**src/rtl/ssd_scan_mux.sv**
```systemverilog
// Four-digit multiplexed seven-segment scanner. Captured values are held in a
// shadow register and swapped into the display only at frame boundaries.
module ssd_scan_mux #(
    parameter int REFRESH_DIV = 50000
) (
    input  logic        clk,
    input  logic        rst,
    input  logic        load,
    input  logic [15:0] data_in,
    input  logic        blank_lz,
    output logic [3:0]  nibble_out,
    output logic [3:0]  anode,
    output logic        pending,
    output logic        frame_tick
);

    localparam int PW = $clog2(REFRESH_DIV);
    localparam logic [PW-1:0] PS_LAST = PW'(REFRESH_DIV - 1);

    logic [PW-1:0] prescaler;
    logic [1:0]    idx;
    logic [15:0]   shadow;
    logic [15:0]   display;
    logic          digit_tick;
    logic          frame_edge;
    logic          blanked;

    assign digit_tick = (prescaler == PS_LAST);
    assign frame_edge = digit_tick && (idx == 2'd3);

    // NOTE: sequential state uses non-blocking assignments so every register
    // samples the pre-edge values of the others, regardless of statement order.
    always_ff @(posedge clk or posedge rst) begin
        if (rst) begin
            prescaler <= '0;
            idx       <= 2'd0;
        end else if (digit_tick) begin
            prescaler <= '0;
            idx       <= idx + 2'd1;
        end else begin
            prescaler <= prescaler + PW'(1);
        end
    end

    // A load landing on the boundary bypasses the shadow so it is not deferred a frame.
    always_ff @(posedge clk or posedge rst) begin
        if (rst) begin
            shadow     <= 16'h0000;
            display    <= 16'h0000;
            pending    <= 1'b0;
            frame_tick <= 1'b0;
        end else begin
            frame_tick <= frame_edge;
            if (load && frame_edge) begin
                shadow  <= data_in;
                display <= data_in;
                pending <= 1'b0;
            end else if (load) begin
                shadow  <= data_in;
                pending <= 1'b1;
            end else if (frame_edge && pending) begin
                display <= shadow;
                pending <= 1'b0;
            end
        end
    end

    // NOTE: every output of this block gets a default first, so no latch is inferred
    // for index values a case item does not assign.
    always_comb begin
        nibble_out = display[3:0];
        blanked    = 1'b0;
        case (idx)
            2'd1: begin
                nibble_out = display[7:4];
                blanked    = blank_lz && (display[15:4] == 12'h000);
            end
            2'd2: begin
                nibble_out = display[11:8];
                blanked    = blank_lz && (display[15:8] == 8'h00);
            end
            2'd3: begin
                nibble_out = display[15:12];
                blanked    = blank_lz && (display[15:12] == 4'h0);
            end
            default: begin
                nibble_out = display[3:0];
                blanked    = 1'b0;
            end
        endcase
    end

    assign anode = blanked ? 4'b1111 : ~(4'b0001 << idx);

endmodule

```
**config.mk**
```make
export PLATFORM = sky130hd
export DESIGN_NAME = ssd_scan_mux
export DESIGN_NICKNAME = d
export VERILOG_FILES = /design/src/rtl/ssd_scan_mux.sv
export SDC_FILE = /design/constraint.sdc
export NUM_CORES = 1
export LEC_CHECK = 0
export CAP_MARGIN = 20
export CORE_MARGIN = 2
export CORE_UTILIZATION = 45
export CTS_CLUSTER_SIZE = 25
export DETAILED_ROUTE_END_ITERATION = 16
export GPL_TIMING_DRIVEN = 0
export PLACE_DENSITY = 0.78
export SETUP_SLACK_MARGIN = 0.05
export SYNTH_ARGS = -nofsm -noshare
export SYNTH_HDL_FRONTEND = slang
export SYNTH_SLANG_ARGS = --single-unit
export TNS_END_PERCENT = 5
```
**constraint.sdc**
```tcl
create_clock -name clk -period 2.08 [get_ports clk]
set_input_delay 0.312 -clock clk [delete_from_list [all_inputs] [get_ports clk]]
set_output_delay 0.312 -clock clk [all_outputs]
set_load 0.005 [all_outputs]
```
Yosys cells after proc, flatten, opt, wreduce, memory -nomap -nowiden
Cells that the tools add are included.
- bits in registers: 52
- bits of input ports: 20
- output and inout bits: 10
- word-level logic and storage cells: 40
- add/subtract/negate cells: 2
- equality and inequality tests: 5
- shifts and indexed selects: 1
- muxes and demuxes: 12
- bitwise gates (word level): 1
- reduce and logical (&&, ||, !) cells: 13
- operators by type and width (operator ; count):
    $mux W16 ; 6
    $add A16 B1 Y16 const B ; 1
    $eq A16 B16 Y1 const B ; 1
    $logic_not A12 Y1 ; 1
    $pmux W4 S3 ; 1
    $logic_not A8 Y1 ; 1
    $logic_and A1 B1 Y1 ; 6
    $eq A2 B2 Y1 const B ; 2
    $logic_not A4 Y1 ; 1
    $mux W4 ; 1
    $not A4 Y4 ; 1
    $reduce_bool A2 Y1 ; 2
    $shl A1 B2 Y4 const A ; 1
    $mux W1 ; 3
    $pmux W1 S3 ; 1
    $reduce_bool A3 Y1 ; 1
    $add A2 B1 Y2 const B ; 1
    $eq A2 B1 Y1 const B ; 1
    $ne A2 B1 Y1 const B ; 1
    $reduce_and A2 Y1 ; 1

Logic depth before layout (Yosys ltp)
Gate-level depths: netlist of the first run.
- depth after elaboration: 6
- mapped depth: 7
- mapped depth without buffers: 6

Worst setup path after synthesis of the first run
No wires, ideal clock.
- path kind: flip-flop to flip-flop
- from: reg prescaler[7]
- to: reg display[12]
- library setup time: 0.125 ns
- data arrival time: 1.769 ns
- data required time: 1.955 ns
- setup slack: 0.186 ns
- stages on the path, launching flop included: 5
- path buffers: 0
- clock period less this slack: 1.894 ns
- path through: dfrtp_1 -> or4b_4 -> nor4_2 -> o21ai_2 -> mux2_4
- cells in the longest elaborated chain, start to end: 5
- elaborated cells on any way between the ends: 8
- classes of those cells: 2 x eq/ne; 1 x mux; 5 x reduce/logical
- RTL lines (element ; RTL line ; text):
    start, declared ; 20 ; logic [PW-1:0] prescaler;
    start signal, assigned ; 41 ; prescaler <= prescaler + PW'(1);
    $eq A16 B16 Y1 * ; 28 ; assign digit_tick = (prescaler == PS_LAST);
    $logic_and A1 B1 Y1 * ; 29 ; assign frame_edge = digit_tick && (idx == 2'd3);
    $logic_and A1 B1 Y1 (on tied branches) ; 54, 61 ;
    $ne A2 B1 Y1 (no line) or $reduce_bool A2 Y1 (tied branches) ; n/a ;
    $reduce_and A2 Y1 (no line) ; n/a ;
    end signal, assigned ; 56 ; display <= data_in;
    end signal, assigned ; 62 ; display <= shadow;
    end, declared ; 23 ; logic [15:0] display;
Every way passes the cells marked *; elsewhere a longest branch is shown, timed or not.
A chain may end at the register's enable or synchronous reset.

Worst setup path after layout of the first run
- from: reg prescaler[5]
- to: reg display[1]
The elaborated chain is that of the path after synthesis.

==> results of run 1 <==
-- cell families after synthesis --
logic type                 share of synthesized area [%]
AOI/OAI and AO/OA                                  8.246
adders and majority gates                          2.981
muxes                                              10.63
buffers and inverters                              3.875
xor gates and xnor gates                           4.521
and+or+nand+nor                                    18.08
DFF                                                51.66
-- power groups by stage --
stage               registers (mW)  clock network (mW)  logic, mW
CTS                           1.06               0.613      0.127
detailed placement            1.08                   0      0.127
floorplan                     1.07                   0     0.0633
finish                        1.06               0.593      0.125
global placement              1.08                   0      0.119
global route                  1.06               0.663      0.138
-- layout by cell type (no fill, tap or decap), types with 3 or more instances in the layout --
cell / instances
clkbuf_1: 4
nand3b_1: 4
nand2b_1: 3
dfrtp_1: 52
mux2_2: 14
mux2i_1: 5
buf_6: 3
nand2_1: 18
clkbuf_2: 4
nor2_1: 10
xor2_1: 6
mux2_4: 4
nand4_1: 7
inv_2: 3
dlygate4sd2_1: 3
a32oi_1: 10
a21oi_1: 3
nand3_1: 22
clkbuf_8: 5
clkdlybuf4s50_1: 21
and4_1: 3
inv_1: 8
o21ai_1: 3
ha_4: 3
a222oi_1: 4
xnor2_1: 7
nor4_2: 3
-- repair_timing --
action / CTS / global route
gates resized for setup: 26 / 14
pin swaps: 8 / 6
endpoints found under the setup margin: 19 / 29
setup buffers: 3 / 0
-- worst paths after layout --
| check | end | slack (ns) | depth (start not counted) | from |
|---|---|---|---|---|
| setup / recovery | display[1]$_DFFE_PP0P_ | 0.05 | 5 | prescaler[5]$_DFF_PP0_ |
| hold / removal | prescaler[10]$_DFF_PP0_ | 0.26 | 2 | rst |
| setup reg to reg | display[1]$_DFFE_PP0P_ | 0.05 | 5 | prescaler[5]$_DFF_PP0_ |
| hold reg to reg | prescaler[0]$_DFF_PP0_ | 0.46 | 1 | prescaler[0]$_DFF_PP0_ |
| max in group asynchronous | display[4]$_DFFE_PP0P_ | 1.31 | 3 | rst |
| min in group clk | prescaler[0]$_DFF_PP0_ | 0.46 | 1 | prescaler[0]$_DFF_PP0_ |
-- metrics by stage --
step	TNS [ns]	worst slack (ns)	util, %
2_1_floorplan	0	0.1861	-
3_5_place_dp	-4.113	-0.3199	53.67
6_report	0	0.04905	57.21
4_1_cts	-0.01278	-0.01278	56.64
5_1_grt	-0.1391	-0.04531	57.21
3_3_place_gp	-27.97	-0.4778	53.30
-- sequential cells by signal (all words and copies together) (netlist names) --
name        count
display        16
pending         1
frame_tick      1
shadow         16
idx             2
prescaler      16
-- worst max-delay path, cell delays in order, from the launching register on --
cell and delay, ns:
dfrtp_1 0.42, or4b_4 0.61, or4_4 0.58, buf_6 0.16, nand2_1 0.07, nand3_1 0.07
-- final cells by class --
| type | count | area share (%) |
|---|---|---|
| clock inverter | 3 | 0.8042 |
| buffer | 10 | 1.769 |
| tap | 72 | 2.895 |
| inverter | 11 | 1.327 |
| sequential | 52 | 41.82 |
| multi-input combinational | 150 | 38.92 |
| clock buffer | 5 | 2.212 |
| timing repair buffer | 33 | 10.25 |
-- routing by layer --
metal  vias to the layer above  track usage (%)  wire length (µm)
met3                         8            3.977               246
li1                        886                -                 -
met2                        61            31.45              2779
met1                       986            25.90              2395
met4                         0            7.241                84
met5                         -                0                 0
==> flow_summary.json, run 1 <==
{
  "worstMarginPinSlew_ns": 0.4848,
  "relSlewSlack_pct": 67.68,
  "avgSynthCellArea_um2": 11.19,
  "p_int_mw": 1.356,
  "syn_nets": 251,
  "routed_via_density": 5.777,
  "drc": 0,
  "synth-edff-count": 0,
  "n_fill_cell": 453,
  "rsz0062_at_grt": "yes",
  "yosys.area.top_type": "dfrtp_1",
  "clock_latency_ns": 0.31,
  "clock_sinks": 52,
  "drv_cap": 0,
  "grt_max_degree": 41,
  "status": "completed",
  "arrival_ns": 2.22,
  "period_minus_slack_ns": 2.031,
  "place_inst": 327,
  "irDropWorstVdd_mv": 0.2777,
  "yosysWarningCount": 0,
  "finalNonFillerCells": 336,
  "antenna_found_initial": 0,
  "grt_pass1_wl_um": 9418,
  "first_pass_iters": 7,
  "multi_input_area_um2": 1211,
  "end_kind": "flop",
  "place.port_buffers": 29,
  "synth-seq-area-share_pct": 51.66,
  "power.switching_mw": 0.4209,
  "stdcell_area_um2": 3112,
  "pwr_density_cell_nw_per_um2": 570.9,
  "antenna_left": 0,
  "netlist_area_um2": 2519,
  "core.rowCount": 27,
  "maxSlewViolCount": 0,
  "finalPower_mw": 1.777,
  "drtIter0Drc": 148,
  "cp-start-kind": "flop",
  "grt_pass1_vias": 1937,
  "synthArstFlopShare_pct": 100.0,
  "vias": 1941,
  "p_sw_share_pct": 23.69,
  "ys_seq_elements": 52,
  "gp_congestion": 0.8348,
  "crit_path_max_fanout": 10,
  "fmax_ghz": 0.4924,
  "min_path_type": "primary input to async pin",
  "core_um2": 5439,
  "power_frac_comb_pct": 7.0,
  "leakage_nw": 1.365,
  "totalWireLength_um": 5505,
  "yosys-top-cells-area": "dfrtp_1, mux2_2, nand3_1",
  "synth_ff_type": "dfrtp_1",
  "critPathRequiredTime_ns": 2.27,
  "final_nets": 289,
  "dp_hpwl_um": 3816,
  "hold_ws_ns": 0.2587,
  "final.setup_skew_ns": 0.01316,
  "synth_top_area_share_pct": 51.66,
  "n_antenna_cell": 0,
  "hold_violations": 0,
  "setup_violations": 0,
  "start_util_pct": 46.31,
  "clockRootBuffer": "clkbuf_8",
  "drive_above_1_share_pct": 21.21,
  "ctsLongestPathBuffers": 2,
  "fin_crit_sh_pct": 97.64,
  "die_h_um": 78.82,
  "chipWidth_um": 78.82,
  "p_seq_share_pct": 59.6,
  "die_area_um2": 6212,
  "post_drt_wl_per_cell_um": 16.38,
  "cts_tree": "built",
  "ctsHtreeMaxLevel": 2,
  "pwr-share-clk_pct": 33.4,
  "synth.distinct_cells": 36,
  "hold_buffers": 0,
  "grt_usage_pct": 19.41,
  "path_clk_slew_ns": 0.09,
  "post_dp_cell_area_um2": 2919,
  "syn_inst": 225,
  "ys_top_cells_by_count": "dfrtp_1, nand3_1, nand2_1",
  "overflow": 0,
  "yosysMostFrequentCell": "dfrtp_1",
  "cts_buffers": 5,
  "path_class": "flop to flop",
  "regArea_um2": 1301,
  "area_growth_pct": 23.55,
  "ioPinCount": 30
}
No activity file was read; power rests on OpenSTA's default activity.
==> inputs of run 2 (changes only) <==
MAX_ROUTING_LAYER = met4   (was default)
SLEW_MARGIN = 20   (was default)
==> run 2 against run 1 <==
Compared with the run above: worst setup slack worse by 0.042 ns; clock skew down 0.00063 ns; sequential share of layout area down 1.2 points; critical path depth unchanged; routed wire length up 0.85%; cell area up 2.9%; final cell count up 1.8%; sequential power about the same; register-to-register slack better by 0.02 ns; highest routed layer unchanged; global-route usage up 0.57 points; fmax down 2.0%.
==> flow_summary.json, run 2 (synthesized netlist as in run 1, its figures left out) <==
{
  "drtIter0Drc": 164,
  "area_growth_pct": 27.17,
  "grt_pass1_vias": 1946,
  "critPathRequiredTime_ns": 1.77,
  "p_sw_share_pct": 23.89,
  "dpl_worst_slack_ns": -0.3266,
  "maxSlewViolCount": 0,
  "clockRootBuffer": "clkbuf_8",
  "drive_above_1_share_pct": 24.81,
  "leakage_nw": 1.386,
  "worstMarginPinSlew_ns": 0.4874,
  "r2r-start": "prescaler[7]$_DFF_PP0_",
  "cp-start-kind": "flop",
  "crit_path_max_fanout": 8,
  "stdcell_area_um2": 3203,
  "p_seq_share_pct": 59.2,
  "setup_violations": 0,
  "core.rowCount": 27,
  "clock_sinks": 52,
  "path_class": "flop to output port",
  "path_cells": "buf_4 -> ha_4 -> a222oi_1 -> mux2i_1 -> dlygate4sd2_1",
  "first_pass_iters": 5,
  "chipWidth_um": 78.82,
  "final_nets": 295,
  "period_minus_slack_ns": 2.073,
  "vias": 1908,
  "irDropWorstVdd_mv": 0.3313,
  "n_antenna_cell": 0,
  "die_h_um": 78.82,
  "fmax_ghz": 0.4825,
  "ctsHtreeMaxLevel": 2,
  "pwr-share-clk_pct": 33.4,
  "routed_via_density": 5.579,
  "grt_pass1_wl_um": 9384,
  "mostFrequentLayoutCells": "dfrtp_1, clkdlybuf4s50_1, nand3_1, nand2_1, mux2_2",
  "finalPower_mw": 1.789,
  "power_frac_comb_pct": 7.4,
  "place.port_buffers": 29,
  "slowest_delay_ns": 0.41,
  "relSlewSlack_pct": 67.51,
  "end_kind": "output port",
  "critical_path.slowest_cell": "dfrtp_1",
  "place_inst": 328,
  "fin_crit_sh_pct": 99.64,
  "gp_congestion": 0.8477,
  "path_clk_slew_ns": 0.11,
  "p_int_mw": 1.361,
  "startpoint": "idx[1]$_DFFE_PP0N_",
  "cts_buffers": 5,
  "status": "completed",
  "ioPinCount": 30,
  "post_dp_cell_area_um2": 2947,
  "final.setup_skew_ns": 0.01252,
  "reg_top3": "display: 16 flops, prescaler: 16 flops, shadow: 16 flops",
  "clock_latency_ns": 0.31,
  "power.switching_mw": 0.4274,
  "rsz0062_at_grt": "yes",
  "overflow": 0,
  "antenna_left": 0,
  "layout_commonest_cell": "dfrtp_1",
  "drc": 0,
  "hold_violations": 0,
  "min_path_type": "primary input to async pin",
  "core_um2": 5439,
  "pwr_density_cell_nw_per_um2": 558.5,
  "setup_ws_ns": 0.007440,
  "drv_cap": 0,
  "grt_usage_pct": 19.98,
  "antenna_found_initial": 0,
  "dp_hpwl_um": 3800,
  "die_area_um2": 6212,
  "arrival_ns": 1.76,
  "post_drt_wl_per_cell_um": 16.23,
  "r2r_setup_slack_ns": 0.07,
  "start_util_pct": 46.31,
  "ctsLongestPathBuffers": 2,
  "finalNonFillerCells": 342,
  "cts_tree": "built",
  "totalWireLength_um": 5552,
  "grt_max_degree": 34
}
run 2: changes by cell type in the layout (fill, tap and decap cells not counted), sizes merged:
cell,change
buf,+5
clkbuf,+1
clkdlybuf4s50,+1
dlygate4sd2,-1
run 2: critical path: cells and delay by family (launching register included):
| kind | cells | cell delay [ns] |
|---|---|---|
| buf+inv | 2 | 0.43 |
| mux | 1 | 0.11 |
| fa+ha+maj | 1 | 0.19 |
| flops | 1 | 0.41 |
| compound gates | 1 | 0.32 |
run 2: final cells by class:
cell class	instances	area, µm²
Fill cell	432	2236
Sequential cell	52	1303
Multi-Input combinational cell	150	1236
Timing Repair Buffer	39	377.9
Tap cell	72	90.09
Clock buffer	5	68.82
Buffer	10	61.31
Inverter	11	41.29
Clock inverter	3	25.02
run 2: per-layer routing:
| metal | track usage, % | routed length [µm] | share of wire [%] | vias to the layer above |
|---|---|---|---|---|
| met4 | 6.724 | 61 | 1.1 | 0 |
| li1 | - | - | - | 902 |
| met3 | 4.205 | 274 | 4.9 | 5 |
| met1 | 25.15 | 2395 | 43 | 947 |
| met2 | 32.48 | 2820 | 51 | 54 |
| met5 | - | 0 | 0 | - |
run 2: worst paths after layout:
kind | to | cells past startpoint
worst max-delay path | nibble_out[0] | 5
worst min-delay path | prescaler[15]$_DFF_PP0_ | 3
worst max register to register | display[9]$_DFFE_PP0P_ | 5
worst min register to register | prescaler[0]$_DFF_PP0_ | 1
max in group asynchronous | shadow[2]$_DFFE_PP0P_ | 4
min in group clk | prescaler[0]$_DFF_PP0_ | 1
run 2: power by group through the flow:
| stage | sequential (mW) | clock, mW | combinational, mW |
|---|---|---|---|
| 2_1_floorplan | 1.07 | 0 | 0.0633 |
| 3_3_place_gp | 1.08 | 0 | 0.119 |
| 3_5_place_dp | 1.08 | 0 | 0.134 |
| 4_1_cts | 1.06 | 0.611 | 0.133 |
| 5_1_grt | 1.06 | 0.657 | 0.145 |
| 6_report | 1.06 | 0.597 | 0.133 |
run 2: what timing repair did:
item	in CTS	in global routing
endpoints found under the setup margin	19	27
gates resized for setup	23	23
pin swaps	4	6
hold buffers	0	0
setup buffers	5	3
endpoints found under the hold margin	0	0
cloned	0	0
run 2: per-stage QoR:
step | hold WS, ns | util (%) | TNS, ns
3_3_place_gp | 0.4359 | 53.30 | -27.97
2_1_floorplan | 0.4245 | - | 0
6_report | 0.3219 | 58.89 | 0
5_1_grt | 0.3263 | 58.89 | -0.09472
4_1_cts | 0.3260 | 57.69 | -0.07669
3_5_place_dp | 0.4458 | 54.18 | -4.139
==> inputs of run 3 (changes only) <==
CORE_UTILIZATION = 55   (was 45)
GPL_ROUTABILITY_DRIVEN = 0   (was default)
PLACE_DENSITY = 0.9   (was 0.78)
==> run 3 against run 2 <==
Compared with the run above: final cell count fell by 5.3%; largest cell class unchanged; critical path depth increased by 3; cell area fell by 2.5%; die area fell by 17%; routed wire length decreased by 0.79%; sequential power hardly changed; core utilization increased by 12 points; clock power is 1% lower.
==> flow_summary.json, run 3 (synthesized netlist as in run 1, its figures left out) <==
{
  "status": "completed",
  "area_growth_pct": 23.99,
  "pwr_density_cell_nw_per_um2": 568.0,
  "antenna_left": 0,
  "first_pass_iters": 5,
  "p_sw_share_pct": 22.19,
  "final.setup_skew_ns": 0.009688,
  "min_path_type": "primary input to async pin",
  "leakage_nw": 1.378,
  "post_drt_wl_per_cell_um": 17.00,
  "ctsLongestPathBuffers": 2,
  "path_cells": "inv_2 -> ha_4 -> nor4_2 -> nand3b_1 -> buf_4 -> buf_4 -> o21ai_2 -> buf_2",
  "slowest_delay_ns": 0.38,
  "finalCoreUtilization_pct": 71.23,
  "cts_buffers": 5,
  "maxSlewViolCount": 0,
  "drtIter0Drc": 216,
  "fin_tns_setup_ns": 0,
  "stdcell_area_um2": 3123,
  "grt_pass1_vias": 1945,
  "clockRootBuffer": "clkbuf_8",
  "cp.depth": 8,
  "dp_hpwl_um": 3582,
  "worstMarginPinSlew_ns": 0.4915,
  "die_area_um2": 5137,
  "final_nets": 297,
  "arrival_ns": 1.75,
  "grt_max_degree": 36,
  "critPathRequiredTime_ns": 1.77,
  "power_frac_comb_pct": 7.1,
  "setup_violations": 0,
  "totalWireLength_um": 5508,
  "p_int_mw": 1.380,
  "core.rowCount": 24,
  "clock_latency_ns": 0.31,
  "p_seq_share_pct": 59.7,
  "ctsHtreeMaxLevel": 2,
  "drive_above_1_share_pct": 23.16,
  "mostFrequentLayoutCells": "dfrtp_1, nand3_1, clkdlybuf4s50_1, nand2_1, mux2_2",
  "rsz0062_at_grt": "yes",
  "cp_top_family": "buffers and inverters",
  "overflow": 0,
  "vias": 1941,
  "hold_violations": 0,
  "path_class": "flop to output port",
  "crit_path_frequent_cell": "buf_4",
  "ioPinCount": 30,
  "reg_top3": "display: 16 flops, prescaler: 16 flops, shadow: 16 flops",
  "path_clk_slew_ns": 0.09,
  "critPathBufInv": 4,
  "cts_tree": "built",
  "die_h_um": 71.67,
  "critical_path.slowest_cell": "dfrtp_1",
  "pwr-share-clk_pct": 33.3,
  "fmax_ghz": 0.4858,
  "grt_pass1_wl_um": 9211,
  "drc": 0,
  "end_kind": "output port",
  "core_um2": 4384,
  "layout_commonest_cell": "dfrtp_1",
  "dpl_worst_slack_ns": -0.2506,
  "chipWidth_um": 71.67,
  "place.port_buffers": 29,
  "fin_crit_sh_pct": 98.96,
  "power.switching_mw": 0.3936,
  "antenna_found_initial": 0,
  "post_dp_cell_area_um2": 2894,
  "drv_cap": 0,
  "setup_ws_ns": 0.02162,
  "ff2ff_path_depth": 5,
  "hold_buffers": 0,
  "routed_via_density": 5.991,
  "cp-start-kind": "flop",
  "clock_sinks": 52,
  "n_antenna_cell": 0,
  "irDropWorstVdd_mv": 0.3790,
  "relSlewSlack_pct": 67.24,
  "grt_usage_pct": 23.62,
  "crit_path_max_fanout": 3,
  "start_util_pct": 57.45,
  "period_minus_slack_ns": 2.058
}
-- run 3: layer usage --
metal | global-route usage [%] | vias to the layer above | share of wire [%]
li1 | - | 913 | -
met1 | 29.38 | 951 | 43
met2 | 37.96 | 68 | 50
met3 | 3.235 | 9 | 4.8
met4 | 11.74 | 0 | 2.1
met5 | - | - | 0
-- run 3: worst paths after layout --
check / from / to / slack (ns)
min in group clk: prescaler[0]$_DFF_PP0_ / prescaler[0]$_DFF_PP0_ / 0.46
hold / removal: rst / display[2]$_DFFE_PP0P_ / 0.30
setup reg to reg: prescaler[7]$_DFF_PP0_ / display[9]$_DFFE_PP0P_ / 0.04
hold reg to reg: prescaler[0]$_DFF_PP0_ / prescaler[0]$_DFF_PP0_ / 0.46
setup / recovery: idx[1]$_DFFE_PP0N_ / anode[1] / 0.02
max in group asynchronous: rst / prescaler[8]$_DFF_PP0_ / 1.25
-- run 3: power groups by stage --
stage | clock network [mW] | registers [mW] | logic (mW)
CTS | 0.603 | 1.06 | 0.125
floorplan | 0 | 1.07 | 0.0633
finish | 0.590 | 1.06 | 0.125
global placement | 0 | 1.08 | 0.118
global route | 0.636 | 1.06 | 0.138
detailed placement | 0 | 1.08 | 0.125
-- run 3: stage by stage --
| step | power (mW) | hold WS [ns] | instances |
|---|---|---|---|
| after floorplan | 1.136 | 0.4245 | 225 |
| after global placement | 1.194 | 0.4392 | 306 |
| after detailed placement | 1.203 | 0.4498 | 307 |
| after CTS | 1.786 | 0.3117 | 323 |
| after global routing | 1.836 | 0.3527 | 324 |
| final | 1.774 | 0.3019 | 324 |
-- run 3: cell type report --
cell class / instances / area, µm²
well taps: 52 / 65.06
repair buffers: 41 / 372.9
clock inverters: 1 / 7.507
plain buffers: 10 / 57.56
multi-input cells: 150 / 1191
flip-flops and latches: 52 / 1301
clock buffers: 7 / 86.33
inverters: 11 / 41.29
fillers: 318 / 1261
-- run 3: timing repair --
action                     4_1_cts  5_1_grt
resized for setup               33       11
setup buffers                   10        1
setup endpoints to repair       12       22
pin swaps                        8        5
